[src/rtl/cpu.sv]
// rtl/cpu.sv - 16-bit stack CPU, four-phase instruction cycle.
// Define CPU_MUL_EN to build the multiplier; otherwise mul yields 0.
module cpu (
   input  logic        clk,
   input  logic        rst,
   output logic [9:0]  mem_addr,
   input  logic [15:0] rd_data,
   output logic [15:0] wr_data,
   output logic        mem_wr
);
   typedef enum logic [1:0] {
      PH_FETCH  = 2'd0,
      PH_DECODE = 2'd1,
      PH_EXEC   = 2'd2,
      PH_WB     = 2'd3
   } phase_t;

   typedef enum logic [2:0] {
      SA_NONE, SA_PUSH, SA_POP, SA_POP2, SA_NIP, SA_REPL
   } stk_act_t;

   phase_t      phase_q, phase_d;
   logic [9:0]  pc_q, pc_d;
   logic [15:0] insn_q, insn_d;
   logic [15:0] stack_q [16];
   logic [15:0] stack_d [16];
   logic [15:0] alu_out;
   logic        alu_ok;

   logic [7:0]  op, fn;
   logic [15:0] tos, nos, ld_val, mul_out, act_val;
   logic [9:0]  jmp_tgt;
   logic        is_push, is_ld, is_st, is_byte;
   stk_act_t    act;

   assign op      = insn_q[15:8];
   assign fn      = insn_q[7:0];
   assign tos     = stack_q[0];
   assign nos     = stack_q[1];
   assign is_push = ~insn_q[15];
   assign is_ld   = op inside {8'h90, 8'h91, 8'h98, 8'h99};
   assign is_st   = op inside {8'h94, 8'h95, 8'h96, 8'h9C, 8'h9D, 8'h9E};
   assign is_byte = op[3];
   assign jmp_tgt = pc_q + {insn_q[7], insn_q[7:0], 1'b0};
   assign ld_val  = !is_byte ? rd_data
                  : (tos[0] ? {8'h00, rd_data[15:8]} : {8'h00, rd_data[7:0]});

`ifdef CPU_MUL_EN
   assign mul_out = nos * tos;
`else
   assign mul_out = 16'h0000;
`endif

   always_comb begin
      alu_out = 16'h0000;
      alu_ok  = 1'b1;
      case (fn)
         8'h02:   alu_out = nos + tos;
         8'h03:   alu_out = nos - tos;
         8'h04:   alu_out = mul_out;
         8'h05:   alu_out = {nos[7:0], tos[7:0]};
         8'h08:   alu_out = {15'd0, $signed(nos) < $signed(tos)};
         8'h09:   alu_out = {15'd0, nos == tos};
         8'h0A:   alu_out = {15'd0, nos != tos};
         8'h10:   alu_out = nos & tos;
         8'h11:   alu_out = nos ^ tos;
         8'h12:   alu_out = nos | tos;
         8'h13:   alu_out = ~tos;
         default: alu_ok  = 1'b0;
      endcase
   end

   always_comb begin
      pc_d     = pc_q;
      insn_d   = insn_q;
      act      = SA_NONE;
      act_val  = tos;
      mem_addr = pc_q;
      wr_data  = is_byte ? {tos[7:0], tos[7:0]} : tos;
      mem_wr   = 1'b0;
      case (phase_q)
         PH_FETCH:  phase_d = PH_DECODE;
         PH_DECODE: phase_d = PH_EXEC;
         PH_EXEC:   phase_d = PH_WB;
         default:   phase_d = PH_FETCH;
      endcase
      case (phase_q)
         PH_DECODE: begin
            insn_d = rd_data;
            pc_d   = pc_q + 10'd2;
         end
         PH_EXEC: begin
            if (is_push) begin
               act     = SA_PUSH;
               act_val = {1'b0, insn_q[14:0]};
            end else if (is_ld) begin
               mem_addr = tos[9:0];
            end else if (is_st) begin
               // a store cycle seen together with rst is suppressed
               mem_addr = nos[9:0];
               mem_wr   = ~rst;
               case (op[1:0])
                  2'd0:    act = SA_POP2;
                  2'd1:    act = SA_POP;
                  default: act = SA_NIP;
               endcase
            end else begin
               case (op)
                  8'h81: act = SA_POP;
                  8'h82: act = SA_PUSH;
                  8'hA0: pc_d = jmp_tgt;
                  8'hA1: begin
                     act = SA_POP;
                     if (tos == 16'h0000) pc_d = jmp_tgt;
                  end
                  8'hA2: begin
                     act = SA_POP;
                     if (tos != 16'h0000) pc_d = jmp_tgt;
                  end
                  8'hB0: begin
                     if (alu_ok) act = (fn == 8'h13) ? SA_REPL : SA_NIP;
                     act_val = alu_out;
                  end
                  default: act = SA_NONE;
               endcase
            end
         end
         PH_WB: begin
            if (is_ld) act = op[0] ? SA_PUSH : SA_REPL;
            act_val = ld_val;
         end
         default: act = SA_NONE;
      endcase
   end

   // SA_NIP drops the two top entries and pushes act_val
   always_comb begin
      for (int i = 0; i < 16; i++) stack_d[i] = stack_q[i];
      case (act)
         SA_PUSH: begin
            stack_d[0] = act_val;
            for (int i = 1; i < 16; i++) stack_d[i] = stack_q[i-1];
         end
         SA_POP: begin
            for (int i = 0; i < 15; i++) stack_d[i] = stack_q[i+1];
            stack_d[15] = 16'h0000;
         end
         SA_POP2: begin
            for (int i = 0; i < 14; i++) stack_d[i] = stack_q[i+2];
            stack_d[14] = 16'h0000;
            stack_d[15] = 16'h0000;
         end
         SA_NIP: begin
            stack_d[0] = act_val;
            for (int i = 1; i < 15; i++) stack_d[i] = stack_q[i+1];
            stack_d[15] = 16'h0000;
         end
         SA_REPL: stack_d[0] = act_val;
         default: stack_d[0] = stack_q[0];
      endcase
   end

   always_ff @(posedge clk) begin
      if (rst) begin
         phase_q <= PH_FETCH;
         pc_q    <= 10'h200;
         insn_q  <= 16'h0000;
         for (int i = 0; i < 16; i++) stack_q[i] <= 16'h0000;
      end else begin
         phase_q <= phase_d;
         pc_q    <= pc_d;
         insn_q  <= insn_d;
         for (int i = 0; i < 16; i++) stack_q[i] <= stack_d[i];
      end
   end
endmodule

[config.mk]
export PLATFORM = sky130hd
export DESIGN_NAME = cpu
export DESIGN_NICKNAME = d
export VERILOG_FILES = /design/src/rtl/cpu.sv
export SDC_FILE = /design/constraint.sdc
export NUM_CORES = 1
export LEC_CHECK = 0
export ABC_CLOCK_PERIOD_IN_PS = 9900
export CORE_UTILIZATION = 50
export DETAILED_ROUTE_END_ITERATION = 8
export PLACE_DENSITY_LB_ADDON = 0.15
export SLEW_MARGIN = 30
export SYNTH_ARGS = -nofsm -noshare
export SYNTH_HDL_FRONTEND = slang
export SYNTH_SLANG_ARGS = --single-unit
[constraint.sdc]
create_clock -name clk -period 9.9 [get_ports clk]
set_input_delay 0.99 -clock clk [delete_from_list [all_inputs] [get_ports clk]]
set_output_delay 0.99 -clock clk [all_outputs]
set_load 0.05 [all_outputs]
==> run_results.csv <==
group,metric,value,unit
global_route,antenna_found_initial,0,
cells_and_area,seq_area,0.00567,mm^2
power,post-layout-total-power,6.76,mW
setup_path,critPathMaxFanout,11,
logic_synthesis,syn_avg_cell_area,8.08,um^2
sta,tightest_slew,963,ps
sta,setup-tns-final,0,ps
setup_path,crit-reg2reg-launch,"insn_q[3]$_SDFFE_PP0N_",
setup_path,required,8910,ps
clocking,cts_setup_buffers,0,
setup_path,critPathMaxStageDelay,840,ps
sta,rsz0062_at_grt,"no",
logic_synthesis,synth_cell_types,87,
logic_synthesis,synth-xor-area-share,0.796,%
worst_hold_path,min_to,"stack_q[0][247]$_SDFFE_PP0P_",
sta,setup_ws,4940,ps
power,power_per_cell_area,360,mW/mm^2
drt,drc,0,
logic_synthesis,synth_top_family_by_area,"compound AO/OA/AOI/OAI gates",
global_route,grt_overflow,0,
status,status,"finished, final reports clean",
logic_synthesis,synth_top_cell_by_area,"dfxtp_1",
clocking,cts_buffer_depth,3,
logic_synthesis,synth-adder-area-share,4.68,%
power,ir_worst_vdd,211,uV
clocking,ctsHtreeMaxLevel,2,
setup_path,worstRegToRegCells,10,
logic_synthesis,synthTopCellsByArea,"dfxtp_1 32%, a211oi_1 9.7%, o22ai_1 9.1%",
logic_synthesis,syn_inst,2178,
clocking,cts_resized,0,
cells_and_area,multiInputGateArea,0.0105,mm^2
floorplan,fp.dieW,190,um
sta,min_period_over_period,50.1,%
logic_synthesis,muxShareOfSynthArea,3.05,%
cells_and_area,antenna_cells,0,
logic_synthesis,synthFlopType,"dfxtp_1",
floorplan,fp.dieH,190,um
logic_synthesis,synth_compound_area_share,35.2,%
floorplan,start_util,50.8,%
cells_and_area,syn_to_final_growth,6.82,%
clocking,cts_buffers,34,
drt,ant_nets,0,
setup_path,path_common_cell,"a21oi_1",
global_route,grt_max_degree,146,
floorplan,core_region_area,0.0346,mm^2
logic_synthesis,synth_edf_count,0,
sta,slew_headroom,35.6,%
floorplan,fp.dieArea,0.0360,mm^2
global_route,grt_use_total,31.6,%
clocking,clk_latency,530,ps
worst_hold_path,hp-start,"stack_q[0][247]$_SDFFE_PP0P_",
setup_path,critPathKind,"reg2out",
placed_design,dp.cells,2458,
worst_hold_path,worstHoldPathType,"reg2reg",
setup_path,cp.arrival,3970,ps
cells_and_area,nFillCells,3272,
logic_synthesis,netlist_area,0.0176,mm^2
cells_and_area,fin_nets,2121,
power,p_leak,7.03,nW
clocking,clkSinkCount,283,
logic_synthesis,ys_ff_latch,283,
logic_synthesis,yosysWarnings,0,
drt,first_pass_iters,5,
sta,period_minus_slack,4960,ps
logic_synthesis,synth_nets,2260,
sta,max_clock_freq,0.201,GHz
drt,wirelength,58.6,mm
logic_synthesis,seq_area_frac_synth,32.2,%
sta,fin_worst_skew,18.2,ps
clocking,tritoncts,"done",
floorplan,rows,68,
clocking,ctsRootBufferMaster,"clkbuf_16",
job,drv_cap,0,
sta,drv_slew,0,
setup_path,r2r_slack,4960,ps
placed_design,io_buffer_count,44,
setup_path,endpoint_kind,"primary output",
sta,setup_viol,0,
clocking,ctsHoldBuffers,0,
global_route,grt_pass1_vias,16104,
drt,vias_per_cell,6.93,
placed_design,dp_slack,5130,ps
drt,drt-wirelength-per-cell,23.2,um
floorplan,ios,45,
logic_synthesis,ys_async_sr_fraction,0,%
setup_path,start_kind,"flop",
worst_hold_path,worstHoldPathCells,2,
global_route,grt_pass1_wl,92.2,mm
setup_path,path_cells,"nand4bb_1, or3_1, a21oi_1, nor2_1, a21oi_1, clkdlybuf4s50_1",
setup_path,cpMaxStageDelayCell,"clkdlybuf4s50_1",
logic_synthesis,synthSimpleGateAreaFrac,15.7,%
placed_design,hpwl,35.4,mm
placed_design,gp_congestion,0.967,
logic_synthesis,yosysTopAreaCellShare,32.2,%
cells_and_area,instances_no_fill,2520,
drt,drt_iter0_drc,1918,
setup_path,reg2reg_to,"stack_q[0][109]$_SDFFE_PP0P_",
sta,hold_ws,495,ps
drt,via_count,17474,
sta,hold_viol_final,0,
cells_and_area,layout-drive-gt1-share,6.05,%
clocking,clk_pin_slew,60,ps
-- area by class of cell --
class | count | share of cell area (%)
clock inverter | 16 | 0.865
clock buffer | 46 | 5.30
timing repair buffer | 66 | 3.43
multi-input combinational | 1584 | 55.9
sequential | 283 | 30.1
tap | 455 | 3.03
inverter | 70 | 1.40
-- worst max-delay path: cells and delay by family, from the launching register on --
| family | cells | cell delay [ps] |
|---|---|---|
| buffers and inverters | 1 | 840 |
| and+or+nand+nor | 3 | 1110 |
| AOI/OAI and AO/OA | 2 | 930 |
| DFF | 1 | 550 |
-- sequential cells by signal, indices dropped and copies added (netlist names) --
| name | cells |
|---|---|
| insn_q | 16 |
| stack_q | 256 |
| pc_q | 9 |
| phase_q | 2 |
-- layer usage --
layer | share of wire [%] | global-route usage [%]
met2 | 45 | 48.5
met3 | 8.3 | 6.38
met4 | 2.3 | 9.21
met1 | 45 | 44.5
met5 | 0 | 0
-- placed cells by master (no fill, tap or decap), types with 15 or more instances in the layout --
| master | count |
|---|---|
| a211oi_1 | 228 |
| a21oi_1 | 77 |
| a221oi_1 | 15 |
| and2_1 | 16 |
| buf_4 | 15 |
| clkbuf_16 | 34 |
| clkdlybuf4s50_1 | 43 |
| dfxtp_1 | 282 |
| ha_1 | 60 |
| inv_1 | 68 |
| mux2i_1 | 30 |
| nand2_1 | 103 |
| nand3_1 | 17 |
| nor2_1 | 94 |
| nor3_1 | 24 |
| o21ai_0 | 231 |
| o221a_1 | 16 |
| o22ai_1 | 257 |
| or3_1 | 180 |
-- report_power, final --
part,switching [mW],internal [mW]
Sequential,0.602,1.61
Clock,0.528,0.765
Combinational,1.89,1.37
Total,3.02,3.75
-- synthesized netlist by cell type (5+ instances only) --
master,instances
a21o_1,12
o211ai_1,9
a211oi_1,228
a22oi_1,14
clkbuf_1,139
nor4_1,13
nor2b_1,11
buf_2,45
and2_1,17
dfxtp_1,283
a31oi_1,9
o22ai_1,257
o221ai_1,9
nand2b_1,10
buf_1,12
mux4_2,8
buf_6,23
nor2_1,95
a311oi_1,7
and3_1,6
nand2_1,104
inv_1,68
a21oi_1,78
mux2_2,5
ha_1,61
buf_4,20
a221oi_1,15
o221a_1,16
nand4_1,7
o31ai_1,7
or3_1,180
nand3_1,17
nor3_1,24
o21ai_0,232
o2111ai_1,5
xnor2_1,12
mux2i_1,30
-- per-stage QoR --
stage,utilization [%],instance area [um^2]
3_3_place_gp,50.9,17600
5_1_grt,54.3,18800
4_1_cts,54.3,18800
3_5_place_dp,50.9,17600
2_1_floorplan,-,17600
6_report,54.3,18800
-- how the worst max path moves through the flow --
stage                                 start                           to  slack [ps]  cells past startpoint
detailed placement    phase_q[0]$_SDFF_PP0_  stack_q[0][60]$_SDFFE_PP0P_        5130                     10
finish              insn_q[15]$_SDFFE_PP0N_                  mem_addr[8]        4940                      6
global route         insn_q[3]$_SDFFE_PP0N_  stack_q[0][76]$_SDFFE_PP0P_        4710                     10
CTS                 insn_q[15]$_SDFFE_PP0N_                  mem_addr[8]        5010                      6
global placement      phase_q[0]$_SDFF_PP0_  stack_q[0][29]$_SDFFE_PP0P_        4940                     10
floorplan                               rst                       mem_wr        5960                      3
-- cell families after synthesis --
family | Yosys count
compound gates | 944
xor+xnor | 16
fa+ha+maj | 64
buf+inv | 311
flops | 283
mux | 43
simple gates | 517
Note: power is estimated with default switching activity, not from simulation.
